[config.mk]
export PLATFORM = sky130hd
export DESIGN_NAME = spi_master_host
export DESIGN_NICKNAME = d
export VERILOG_FILES = /design/src/rtl/spi_pkg.sv /design/src/rtl/spi_master_sckgen.sv /design/src/rtl/spi_master_host.sv
export SDC_FILE = /design/constraint.sdc
export NUM_CORES = 1
export LEC_CHECK = 0
export ABC_AREA = 1
export BUFFER_PORTS_ARGS = -buffer_cell sky130_fd_sc_hd__buf_2
export CORE_UTILIZATION = 35
export DETAILED_ROUTE_END_ITERATION = 8
export PLACE_DENSITY_LB_ADDON = 0.15
export SYNTH_ARGS = -nofsm -noshare
export SYNTH_HDL_FRONTEND = slang
export SYNTH_SLANG_ARGS = --single-unit
export TNS_END_PERCENT = 100
[constraint.sdc]
create_clock -name clk -period 1.3 [get_ports clk]
set_input_delay 0.26 -clock clk [delete_from_list [all_inputs] [get_ports clk]]
set_output_delay 0.26 -clock clk [all_outputs]
set_load 0.01 [all_outputs]
[src/rtl/spi_pkg.sv]
// spi_pkg: shared FSM encoding, default word width and link opcodes for the SPI host.
package spi_pkg;
    localparam int WORD_W_DEF = 16;
    localparam logic [2:0] ST_IDLE  = 3'd0;
    localparam logic [2:0] ST_LEAD  = 3'd1;
    localparam logic [2:0] ST_SHIFT = 3'd2;
    localparam logic [2:0] ST_TRAIL = 3'd3;
    localparam logic [2:0] ST_GAP   = 3'd4;
    typedef enum logic [WORD_W_DEF-1:0] {
        NOP         = 16'h0000,
        INIT        = 16'h0001,
        WR_INVERTED = 16'h0002,
        RD_INVERTED = 16'h0003,
        WR_LEDS     = 16'h0004,
        RD_LEDS     = 16'h0005,
        WR_VEC      = 16'h0006,
        RD_VEC      = 16'h0007
    } spi_opcode_e;
endpackage

[src/rtl/spi_master_sckgen.sv]
// spi_master_sckgen: SCK half-period generator for one shift window of 2*WORD_W halves.
module spi_master_sckgen
    import spi_pkg::*;
#(
    parameter int CLK_DIV = 2,
    parameter int WORD_W  = WORD_W_DEF
) (
    input  logic clk,
    input  logic reset_n,
    input  logic en,
    input  logic start,
    output logic sck,
    output logic rise_pulse,
    output logic fall_pulse,
    output logic last_edge
);
    localparam int CW = $clog2(CLK_DIV);
    localparam int HW = $clog2(2 * WORD_W + 1);
    localparam logic [CW-1:0] DIV_LAST  = CW'(CLK_DIV - 1);
    localparam logic [HW-1:0] HALF_END  = HW'(2 * WORD_W);
    localparam logic [HW-1:0] HALF_LAST_HI = HW'(2 * WORD_W - 1);
    logic [CW-1:0] cnt;
    logic [HW-1:0] half;
    logic tick;
    assign tick = en && cnt == DIV_LAST;
    // Sampling strobe sits one clk after the rise so a same-edge MOSI update has settled.
    assign rise_pulse = en && sck && cnt == '0;
    assign fall_pulse = tick && sck && half != HALF_LAST_HI;
    assign last_edge  = tick && half == HALF_END;
    always_ff @(posedge clk) begin
        if (!reset_n) begin
            sck  <= 1'b0;
            cnt  <= '0;
            half <= '0;
        end else if (start) begin
            sck  <= 1'b1;
            cnt  <= '0;
            half <= HW'(1);
        end else if (!en) begin
            sck  <= 1'b0;
            cnt  <= '0;
            half <= '0;
        end else if (tick) begin
            sck  <= !sck && half != HALF_END;
            cnt  <= '0;
            half <= half + 1'b1;
        end else begin
            cnt <= cnt + 1'b1;
        end
    end
endmodule

[src/rtl/spi_master_host.sv]
// spi_master_host: SPI mode-0 master, one WORD_W frame per queued word, back-to-back when possible.
module spi_master_host
    import spi_pkg::*;
#(
    parameter int CLK_DIV = 2,
    parameter int WORD_W  = WORD_W_DEF,
    parameter int SS_GAP  = 2
) (
    input  logic              clk,
    input  logic              reset_n,
    input  logic              wr_en,
    input  logic [WORD_W-1:0] wr_data,
    output logic              wr_buffer_free,
    output logic [WORD_W-1:0] rd_data,
    output logic              rd_data_available,
    input  logic              rd_ack,
    output logic              rd_overrun,
    output logic              busy,
    output logic              SPI_SCK,
    output logic              SPI_SS,
    output logic              SPI_MOSI,
    input  logic              SPI_MISO
);
    localparam int CW = $clog2((CLK_DIV > SS_GAP ? CLK_DIV : SS_GAP) + 1);
    localparam logic [CW-1:0] DIV_LAST = CW'(CLK_DIV - 1);
    localparam logic [CW-1:0] GAP_LAST = CW'(SS_GAP - 1);
    logic [2:0] state;
    logic [CW-1:0] cnt;
    logic [WORD_W-1:0] hold, tx_sr, rx_sr;
    logic hold_full, cnt_done, load, start, sck_rise, sck_fall, last_edge;
    assign cnt_done = cnt == DIV_LAST;
    assign load = hold_full && (state == ST_IDLE || (state == ST_TRAIL && cnt_done));
    assign start = cnt_done && (state == ST_LEAD || (state == ST_TRAIL && hold_full));
    assign wr_buffer_free = !hold_full;
    assign busy = state != ST_IDLE;
    spi_master_sckgen #(.CLK_DIV(CLK_DIV), .WORD_W(WORD_W)) u_sckgen (
        .clk(clk),
        .reset_n(reset_n),
        .en(state == ST_SHIFT),
        .start(start),
        .sck(SPI_SCK),
        .rise_pulse(sck_rise),
        .fall_pulse(sck_fall),
        .last_edge(last_edge)
    );
    always_ff @(posedge clk) begin
        if (!reset_n) begin
            state             <= ST_IDLE;
            cnt               <= '0;
            SPI_SS            <= 1'b1;
            SPI_MOSI          <= 1'b0;
            hold              <= '0;
            hold_full         <= 1'b0;
            tx_sr             <= '0;
            rx_sr             <= '0;
            rd_data           <= '0;
            rd_data_available <= 1'b0;
            rd_overrun        <= 1'b0;
        end else begin
            if (load) hold_full <= 1'b0;
            else if (wr_en && !hold_full) begin
                hold_full <= 1'b1;
                hold      <= wr_data;
            end
            if (load) begin
                SPI_MOSI <= hold[WORD_W-1];
                tx_sr    <= {hold[WORD_W-2:0], 1'b0};
            end else if (sck_fall) begin
                SPI_MOSI <= tx_sr[WORD_W-1];
                tx_sr    <= {tx_sr[WORD_W-2:0], 1'b0};
            end
            if (sck_rise) rx_sr <= {rx_sr[WORD_W-2:0], SPI_MISO};
            rd_overrun <= last_edge && rd_data_available && !rd_ack;
            if (last_edge) begin
                rd_data           <= rx_sr;
                rd_data_available <= 1'b1;
            end else if (rd_ack) rd_data_available <= 1'b0;
            case (state)
                ST_IDLE: if (hold_full) begin
                    state  <= ST_LEAD;
                    cnt    <= '0;
                    SPI_SS <= 1'b0;
                end
                ST_LEAD: if (cnt_done) state <= ST_SHIFT; else cnt <= cnt + 1'b1;
                ST_SHIFT: if (last_edge) begin
                    state <= ST_TRAIL;
                    cnt   <= '0;
                end
                ST_TRAIL: if (!cnt_done) cnt <= cnt + 1'b1;
                else if (hold_full) state <= ST_SHIFT;
                else begin
                    state  <= ST_GAP;
                    cnt    <= '0;
                    SPI_SS <= 1'b1;
                end
                ST_GAP: if (cnt == GAP_LAST) state <= ST_IDLE; else cnt <= cnt + 1'b1;
                default: state <= ST_IDLE;
            endcase
        end
    end
endmodule

==> out/results.tsv, run 1 <==
stage	metric	value	unit
floorplanning	num_rows	35	
synth	synthTopCellsByArea	dfxtp_1, a21oi_1, nor2_1	
floorplanning	io_pins	44	
worst_setup_path	slowest_stage	dfxtp_4	
global_route	overflow	0	
synth	syn_nets	480	
global_route	grt_pass1_wl	15.8	mm
sta	rsz0062_at_grt	true	
global_route	grt_pass1_vias	3413	
sta	slew_headroom	79.2	%
cts	ctsRootBufferMaster	clkbuf_8	
cts	clock_latency	0.35	ns
synth	ys_seq_elements	81	
synth	syn_area	3410	um^2
synth	synth_top_area_cell	dfxtp_1	
cts	h-tree-depth	3	
layout	drive_above_1_share	47.3	%
synth	ys_seq_area_share	47.5	%
route	wl_per_cell	14.7	um
sta	hold_ws	0.144	ns
placed_design	pre_cts_ws	-0.158	ns
sta	worst_pin_slew	0.310	ns
layout	diodes	0	
layout	multi_input_area	2130	um^2
layout	nFillCells	813	
power	p_leak	2.18	nW
worst_setup_path	reg2reg_setup_slack	-0.23	ns
cts	clk_pin_slew	0.08	ns
cts	clockBufferDepth	2	
sta	setup_slack	-0.225	ns
synth	synth_top_area_share	47.5	%
placed_design	post-dp-hpwl	5.70	mm
cts	tritoncts	yes	
hold_path	min_from	wr_data[8]	
route	drt-initial-drc-count	98	
hold_path	whs_endpoint	hold[8]	
layout	syn2layout_area_growth	56.5	%
synth	syn_avg_cell_area	7.50	um^2
worst_setup_path	crit_arrival	1.81	ns
synth	synth_ff_type	dfxtp_1	
worst_setup_path	start_kind	flip-flop	
floorplanning	die_area	10200	um^2
route	drt_wl_total	9.97	mm
layout	final_util	57.3	%
cts	postCtsHoldBufs	0	
sta	clock.fmax	0.656	GHz
global_route	grt_antenna_before_repair	0	
placed_design	gp_congestion	0.782	
power	vdd_ir_drop_max	727	uV
cts	cts_sinks	81	
outcome	status	finished with violations	
worst_setup_path	rr_startpoint	state[2]	
sta	post-route-period-util	117	%
sta	finalSetupViolations	58	
route	first_pass_iters	4	
synth	synth_edf_count	0	
sta	finalCriticalPeriod	1.53	ns
route	drc	0	
sta	report.final.slew_viol_count	0	
worst_setup_path	crit_chain	nor2_4 > nand2_4 > nor2_8 > buf_12 > nand3_4 > nand2_8 > nand3_2 > a21oi_2	
floorplanning	core	9330	um^2
worst_setup_path	worst_r2r_endpoint	tx_sr[12]	
global_route	grt_max_degree	25	
global_route	track_usage	20.1	%
sta	tns	-7.66	ns
outcome	violations	negative setup slack	
worst_setup_path	critPathKind	flip-flop to flip-flop	
worst_setup_path	path_max_fanout	8	
floorplanning	dieWidth	101	um
power	powerDensity	1370	nW/um^2
hold_path	hold_depth	3	
worst_setup_path	critPathMaxStageDelay	0.37	ns
synth	async_flop_share	0	%
worst_setup_path	end_kind	flip-flop	
synth	yosysWarnings	0	
hold_path	min_path_type	primary input to flip-flop	
floorplanning	fp.dieH	101	um
worst_setup_path	crit_required	1.59	ns
route	num_vias	3328	
route	final_antenna_net_count	0	
layout	regArea	1650	um^2
route	vias_per_cell	4.92	
run	cap_violations	0	
worst_setup_path	reg2regPathDepth	8	
synth	synth.distinct_cells	26	
cts	cts-buffers-inserted	9	
synth	synthCells	455	
sta	finClkSkew	0.00797	ns
sta	hold_viol	0	
layout	nNetsFinal	571	
placed_design	io_buffers	43	
floorplanning	initial_core_util	36.6	%
==> metrics by stage <==
stage | instance area (um^2) | instances | total power [mW]
6_report | 5340 | 677 | 7.33
5_1_grt | 5340 | 677 | 7.73
4_1_cts | 5030 | 678 | 6.97
3_5_place_dp | 4060 | 642 | 4.55
3_3_place_gp | 4060 | 642 | 4.53
2_1_floorplan | 3440 | 455 | 3.91
==> registers in the layout, indices dropped and copies added (netlist names) <==
name,cells
SPI_MOSI,1
SPI_SS,1
cnt,2
hold,16
hold_full,1
rd_data,16
rd_data_available,1
rd_overrun,1
rx_sr,16
state,3
tx_sr,15
u_sckgen.cnt,1
u_sckgen.half,6
u_sckgen.sck,1
==> cells in the final DEF (no fill, tap or decap), types with 10 or more instances in the layout <==
master / synthesis / final
buf_4: 3 / 23
nand2_1: 56 / 41
nor2_4: 1 / 10
buf_6: 3 / 17
a21oi_1: 56 / 27
nor2_1: 68 / 50
nand3_1: 45 / 17
buf_12: 0 / 14
o21ai_0: 47 / 11
dfxtp_1: 81 / 72
buf_2: 7 / 41
o21ai_1: 0 / 13
inv_1: 49 / 42
o21ai_2: 0 / 21
nand3_2: 1 / 26
a21oi_2: 0 / 27
==> cell usage after synthesis, types with 2 or more instances <==
cell type  number
nor3_1          2
nand2_1        56
dfxtp_1        81
buf_4           3
nand3b_1        6
ha_1            4
nand4_1         4
inv_1          49
nand3_1        45
o21ai_0        47
buf_6           3
buf_2           7
clkbuf_1        9
nor2_1         68
nand2_4         4
xor2_1          2
a21oi_1        56
==> layout make-up <==
class                           count  area share, %
Clock inverter                      3           1.29
Timing Repair Buffer              102           18.8
Sequential cell                    81           30.8
Inverter                           51           3.87
Clock buffer                       10           2.39
Multi-Input combinational cell    301           39.9
Tap cell                          129           3.02
==> routing by layer <==
layer,GRT usage (%),up-vias,part of all wire [%]
li1,-,1665,-
met1,24.0,1599,44
met2,35.9,52,52
met3,4.02,12,2.5
met4,6.47,0,1.3
met5,0,-,0
==> worst max path at each step <==
stage	start	endpoint	slack (ns)
global placement	u_sckgen.half[0]	rd_data[0]	-0.07
detailed placement	u_sckgen.half[0]	rd_data[11]	-0.16
floorplan	cnt[1]	tx_sr[1]	-0.006
finish	state[2]	tx_sr[12]	-0.23
CTS	state[2]	busy	-0.20
global route	state[2]	tx_sr[12]	-0.30
==> worst max-delay path, delay by kind of cell, from the launching register on <==
kind,cells,cell delay (ns)
compound gates,1,0.13
buf+inv,1,0.12
flops,1,0.37
simple gates,6,0.84
==> logic make-up (layout without fill, tap and decap cells) <==
family / Yosys count / count (layout) / share of synthesized area, %
AND/OR/NAND/NOR: 190 / 191 / 25.8
AO/OA/AOI/OAI: 104 / 104 / 15.3
flip-flops: 81 / 81 / 47.5
buffers and inverters: 74 / 166 / 9.38
adder cells (fa/ha/maj): 4 / 4 / 1.47
XOR/XNOR: 2 / 2 / 0.513
==> power breakdown <==
part,internal [mW],total [mW],switching [mW]
logic,1.16,2.56,1.40
clock network,1.06,1.96,0.907
registers,2.68,2.81,0.131
==> repair_timing <==
item / in CTS / in global routing
pin swaps: 24 / 42
gates resized for setup: 144 / 100
endpoints found under the hold margin: 0 / 0
endpoints found under the setup margin: 61 / 74
setup buffers: 16 / 7
cloned: 7 / 1
(Power assumes the default switching activity.)
==> run 2: changes to the inputs <==
Settings changed: CELL_PAD_IN_SITES_DETAIL_PLACEMENT set to 0, CELL_PAD_IN_SITES_GLOBAL_PLACEMENT set to 2, CORE_UTILIZATION 35 to 29.
==> run 2 against run 1 <==
Net effect:
- the run still ends with negative setup slack left
- routed wire length down 4.2%
- worst setup slack better by 0.017 ns
- sequential power about the same
- register-to-register slack better by 0.02 ns
- die area up 20%
- critical endpoint is now tx_sr[7]
==> out/results.tsv, run 2 (synthesis results as in run 1) <==
stage	metric	value	unit	change
outcome	status	finished with violations		unchanged
outcome	violations	negative setup slack		unchanged
cts	postCtsHoldBufs	0		unchanged
route	drt-initial-drc-count	105		was 98
layout	nNetsFinal	578		was 571
placed_design	post-dp-hpwl	6.15	mm	was 5.70 mm
placed_design	io_buffers	43		unchanged
worst_setup_path	reg2regPathDepth	8		unchanged
floorplanning	initial_core_util	29.8	%	was 36.6%
floorplanning	dieWidth	110	um	was 101 um
worst_setup_path	reg2reg_setup_slack	-0.21	ns	was -0.23 ns
worst_setup_path	start_kind	flip-flop		unchanged
sta	report.final.slew_viol_count	0		unchanged
power	vdd_ir_drop_max	928	uV	was 727 uV
floorplanning	die_area	12200	um^2	was 10200 um^2
worst_setup_path	crit_arrival	1.78	ns	was 1.81 ns
cts	clock_latency	0.34	ns	was 0.35 ns
sta	clock.fmax	0.663	GHz	was 0.656 GHz
power	powerDensity	1540	nW/um^2	was 1370 nW/um^2
route	drc	0		unchanged
cts	clockBufferDepth	2		unchanged
global_route	grt_pass1_wl	15.5	mm	was 15.8 mm
global_route	grt_max_degree	34		was 25
worst_setup_path	critPathKind	flip-flop to flip-flop		unchanged
route	first_pass_iters	4		unchanged
cts	ctsRootBufferMaster	clkbuf_16		was clkbuf_8
placed_design	gp_congestion	0.800		was 0.782
layout	layout_commonest_cell	dfxtp_1		unchanged
sta	post-route-period-util	116	%	was 117%
hold_path	min_from	wr_data[10]		was wr_data[8]
layout	layout_common_cells	dfxtp_1, nor2_1, nand2_1, buf_4		was dfxtp_1, nor2_1, inv_1, nand2_1, buf_2
global_route	grt_antenna_before_repair	0		unchanged
sta	setup_slack	-0.208	ns	was -0.225 ns
worst_setup_path	end_kind	flip-flop		unchanged
run	cap_violations	0		unchanged
route	drt_wl_total	9.55	mm	was 9.97 mm
floorplanning	fp.dieH	110	um	was 101 um
global_route	track_usage	16.1	%	was 20.1%
cts	h-tree-depth	3		unchanged
layout	top_regs	hold x16, rd_data x16, rx_sr x16		unchanged
power	p_leak	2.09	nW	was 2.18 nW
route	vias_per_cell	4.62		was 4.92
sta	finalSetupViolations	58		unchanged
worst_setup_path	path_max_fanout	8		unchanged
route	wl_per_cell	13.6	um	was 14.7 um
power	power	7.75	mW	was 7.33 mW
sta	tns	-6.65	ns	was -7.66 ns
cts	cts-buffers-inserted	9		unchanged
floorplanning	io_pins	44		unchanged
sta	slew_headroom	75.3	%	was 79.2%
route	num_vias	3238		was 3328
cts	cts_sinks	81		unchanged
sta	finalCriticalPeriod	1.51	ns	was 1.53 ns
sta	rsz0062_at_grt	true		unchanged
worst_setup_path	rr_startpoint	state[0]		was state[2]
hold_path	hold_depth	3		unchanged
layout	drive_above_1_share	40.1	%	was 47.3%
sta	hold_viol	0		unchanged
global_route	overflow	0		unchanged
cts	clk_pin_slew	0.06	ns	was 0.08 ns
worst_setup_path	crit_required	1.57	ns	was 1.59 ns
hold_path	whs_endpoint	hold[10]		was hold[8]
cts	tritoncts	yes		unchanged
sta	worst_pin_slew	0.371	ns	was 0.310 ns
global_route	grt_pass1_vias	3088		was 3413
layout	diodes	0		unchanged
floorplanning	num_rows	39		was 35
route	final_antenna_net_count	0		unchanged
floorplanning	core	11500	um^2	was 9330 um^2
sta	finClkSkew	0.00783	ns	was 0.00797 ns
worst_setup_path	worst_r2r_endpoint	tx_sr[7]		was tx_sr[12]
hold_path	min_path_type	primary input to flip-flop		unchanged
layout	syn2layout_area_growth	47.7	%	was 56.5%
-- run 2: cell count changes in the layout (fill, tap and decap cells not counted), sizes merged --
cell | previous run | this run
bufinv | 2 | 1
inv | 49 | 51
buf | 101 | 105
nand2 | 62 | 63
clkbuf | 11 | 10
clkinv | 3 | 1
clkinvlp | 0 | 7
-- run 2: cell type report --
type,count,area [um^2]
fillers,1187,6420
multi-input cells,302,1880
flip-flops and latches,81,1640
repair buffers,106,830
clock buffers,9,225
inverters,51,198
well taps,143,179
clock inverters,7,77.6
repair inverters,2,15.0
-- run 2: worst max path at each step --
stage	startpoint	end	slack (ns)	depth (start not counted)
6_report	state[0]	tx_sr[7]	-0.21	8
5_1_grt	state[0]	tx_sr[7]	-0.30	8
4_1_cts	state[2]	busy	-0.14	4
3_5_place_dp	u_sckgen.half[0]	rd_data[5]	-0.20	8
3_3_place_gp	state[0]	rd_data[5]	-0.20	7
2_1_floorplan	cnt[1]	tx_sr[1]	-0.006	9
-- run 2: through the flow --
stage,setup slack [ns],instance area (um^2),utilization [%],hold slack (ns),cells
3_5_place_dp,-0.197,4110,35.8,0.440,667
5_1_grt,-0.301,5040,44.0,0.148,701
4_1_cts,-0.140,4770,41.6,0.137,696
6_report,-0.208,5040,44.0,0.148,701
3_3_place_gp,-0.204,4110,35.8,0.445,667
2_1_floorplan,-0.00647,3440,-,0.395,455
-- run 2: worst max-delay path: stages, from the launching register on --
cell and delay [ns]:
dfxtp_4 0.35, nor2_4 0.16, nand2_4 0.10, nor2_8 0.14, buf_6 0.11, nand3_4 0.17, nand2_8 0.19, nand3_2 0.08
a21oi_2 0.13
-- run 2: timing repair --
action / 4_1_cts / 5_1_grt
setup buffers: 8 / 4
setup endpoints to repair: 69 / 76
cloned: 5 / 1
endpoints found under the hold margin: 0 / 0
resized for setup: 85 / 64
pin swaps: 17 / 23
-- run 2: report_power, final --
group / leakage, nW / switching, mW / internal (mW)
sequential: 0.663 / 0.124 / 2.69
combinational: 1.29 / 1.29 / 1.06
clock: 0.135 / 1.10 / 1.50
total: 2.09 / 2.51 / 5.24
-- run 2: metal layers --
metal,GRT usage (%),share of wire [%],vias to the layer above
met5,0,0,-
met2,24.2,45,52
li1,-,-,1685
met3,3.73,3.1,14
met1,22.2,50,1487
met4,6.49,1.6,0
==> run 3: changes to the inputs <==
Settings changed: GPL_TIMING_DRIVEN set to 0.
==> run 3 against run 2 <==
Net effect:
- the run still ends with negative setup slack left
- cell count is 0.14% lower
- total power up 4.5%
- worst hold slack worse by 0.0040 ns
- worst setup slack improved by 0.028 ns
- maximum frequency rose by 1.9%
- routed wire length is 9.0% higher
- largest power group is now the clock network
==> out/results.tsv, run 3 (synthesis results as in run 1) <==
stage	metric	value	unit	change
sta	finalSetupViolations	60		was 58
layout	top_regs	hold x16, rd_data x16, rx_sr x16		unchanged
global_route	overflow	0		unchanged
layout	nFillCells	1131		was 1187
sta	rsz0062_at_grt	true		unchanged
floorplanning	fp.dieH	110	um	unchanged
layout	diodes	0		unchanged
cts	clock_latency	0.35	ns	was 0.34 ns
worst_setup_path	critPathMaxStageDelay	0.36	ns	was 0.35 ns
power	power	8.10	mW	was 7.75 mW
route	first_pass_iters	4		unchanged
sta	hold_viol	0		unchanged
hold_path	min_from	wr_data[9]		was wr_data[10]
global_route	grt_max_degree	15		was 34
sta	finalCriticalPeriod	1.48	ns	was 1.51 ns
sta	finClkSkew	0.0106	ns	was 0.00783 ns
sta	post-route-period-util	114	%	was 116%
floorplanning	core	11500	um^2	unchanged
sta	slew_headroom	56.4	%	was 75.3%
outcome	violations	negative setup slack		unchanged
placed_design	postPlaceCellArea	3830	um^2	was 4110 um^2
floorplanning	dieWidth	110	um	unchanged
worst_setup_path	crit_arrival	1.76	ns	was 1.78 ns
layout	layout_commonest_cell	dfxtp_1		unchanged
placed_design	gp_congestion	0.729		was 0.800
route	drt_wl_total	10.4	mm	was 9.55 mm
route	vias_per_cell	4.78		was 4.62
global_route	grt_pass1_vias	3251		was 3088
run	cap_violations	0		unchanged
worst_setup_path	slowest_stage	dfxtp_4		unchanged
sta	setup_slack	-0.181	ns	was -0.208 ns
route	num_vias	3347		was 3238
global_route	track_usage	17.4	%	was 16.1%
floorplanning	num_rows	39		unchanged
sta	worst_pin_slew	0.655	ns	was 0.371 ns
worst_setup_path	crit_family	buffers and inverters		was simple AND/OR/NAND/NOR gates
outcome	status	finished with violations		unchanged
sta	clock.fmax	0.675	GHz	was 0.663 GHz
placed_design	post-dp-hpwl	6.58	mm	was 6.15 mm
layout	postLayoutCellArea	5340	um^2	was 5040 um^2
layout	syn2layout_area_growth	56.4	%	was 47.7%
worst_setup_path	start_kind	flip-flop		unchanged
worst_setup_path	critPathKind	flip-flop to flip-flop		unchanged
layout	layout_common_cells	dfxtp_1, nor2_1, buf_2, nand2_1, inv_1		was dfxtp_1, nor2_1, nand2_1, buf_4
layout	drive_above_1_share	42.4	%	was 40.1%
floorplanning	initial_core_util	29.8	%	unchanged
worst_setup_path	crit_required	1.58	ns	was 1.57 ns
cts	h-tree-depth	3		unchanged
floorplanning	die_area	12200	um^2	unchanged
worst_setup_path	crit_start	u_sckgen.half[0]		was state[0]
placed_design	io_buffers	43		unchanged
worst_setup_path	end_kind	flip-flop		unchanged
route	drt-initial-drc-count	85		was 105
worst_setup_path	worst-path-buf-inv	4		was 1
power	p_leak	2.23	nW	was 2.09 nW
cts	clockBufferDepth	2		unchanged
floorplanning	io_pins	44		unchanged
worst_setup_path	crit_chain	buf_6 > inv_4 > ha_4 > nand3_4 > nor2_4 > nand2_8 > clkinv_8 > buf_8 > o21ai_2 > a21oi_1		was nor2_4 > nand2_4 > nor2_8 > buf_6 > nand3_4 > nand2_8 > nand3_2 > a21oi_2
global_route	grt_antenna_before_repair	0		unchanged
cts	tritoncts	yes		unchanged
layout	multi_input_area	1990	um^2	was 1880 um^2
layout	regArea	1640	um^2	about the same
layout	nNetsFinal	577		was 578
cts	cts-buffers-inserted	9		unchanged
cts	clk_pin_slew	0.06	ns	about the same
power	vdd_ir_drop_max	879	uV	was 928 uV
cts	cts_sinks	81		unchanged
power	powerDensity	1520	nW/um^2	was 1540 nW/um^2
sta	report.final.slew_viol_count	0		unchanged
worst_setup_path	rr_startpoint	u_sckgen.half[0]		was state[0]
route	drc	0		unchanged
hold_path	min_path_type	primary input to flip-flop		unchanged
global_route	grt_pass1_wl	16.7	mm	was 15.5 mm
cts	ctsRootBufferMaster	clkbuf_16		unchanged
cts	postCtsHoldBufs	0		unchanged
worst_setup_path	path_max_fanout	7		was 8
route	wl_per_cell	14.9	um	was 13.6 um
route	final_antenna_net_count	0		unchanged
==> run 3: worst register-to-register path, delay by kind of cell, from the launching register on <==
| family | cells | cell delay [ns] |
|---|---|---|
| flops | 1 | 0.36 |
| fa+ha+maj | 1 | 0.13 |
| compound gates | 2 | 0.17 |
| simple gates | 3 | 0.34 |
| buf+inv | 4 | 0.41 |
==> run 3: per-layer routing <==
| layer | GRT usage (%) | wire [um] |
|---|---|---|
| met1 | 23.8 | 5160 |
| met2 | 26.7 | 4670 |
| met3 | 2.96 | 403 |
| met4 | 7.47 | 180 |
| met5 | 0 | 0 |
==> run 3: timing repair <==
| action | CTS | global route |
|---|---|---|
| setup endpoints to repair | 78 | 69 |
| buffers inserted | 34 | 4 |
| pin swaps | 27 | 33 |
| gates resized for setup | 124 | 94 |
| gates cloned | 2 | 6 |
==> run 3: through the flow <==
stage / setup TNS [ns] / hold WS (ns) / utilization [%] / worst slack [ns] / instances
final: -5.59 / 0.144 / 46.6 / -0.181 / 700
after global routing: -10.94 / 0.144 / 46.6 / -0.269 / 700
after CTS: -5.92 / 0.136 / 42.6 / -0.166 / 693
after detailed placement: -21.21 / 0.439 / 33.4 / -0.593 / 641
after global placement: -20.40 / 0.437 / 33.4 / -0.572 / 641
after floorplan: -0.0204 / 0.395 / - / -0.00647 / 455
==> run 3: layout make-up <==
| class | count | share of cell area [%] |
|---|---|---|
| Sequential cell | 81 | 30.7 |
| Timing Repair Buffer | 87 | 13.9 |
| Tap cell | 143 | 3.35 |
| Buffer | 22 | 4.15 |
| Clock inverter | 6 | 2.16 |
| Clock buffer | 10 | 4.48 |
| Multi-Input combinational cell | 300 | 37.2 |
| Inverter | 51 | 4.08 |
==> run 3: worst paths after layout <==
kind                                    to  slack (ns)  depth (start not counted)
worst max-delay path            rd_data[2]       -0.18                         10
worst min-delay path               hold[9]        0.14                          3
worst max register to register  rd_data[2]       -0.18                         10
worst min register to register      SPI_SS        0.45                          2
==> run 3: where the power goes <==
part	switching [mW]	leakage (nW)	internal (mW)
Sequential	0.144	0.663	2.68
Clock	1.08	0.169	1.94
Combinational	1.29	1.39	0.972
Total	2.51	2.23	5.59
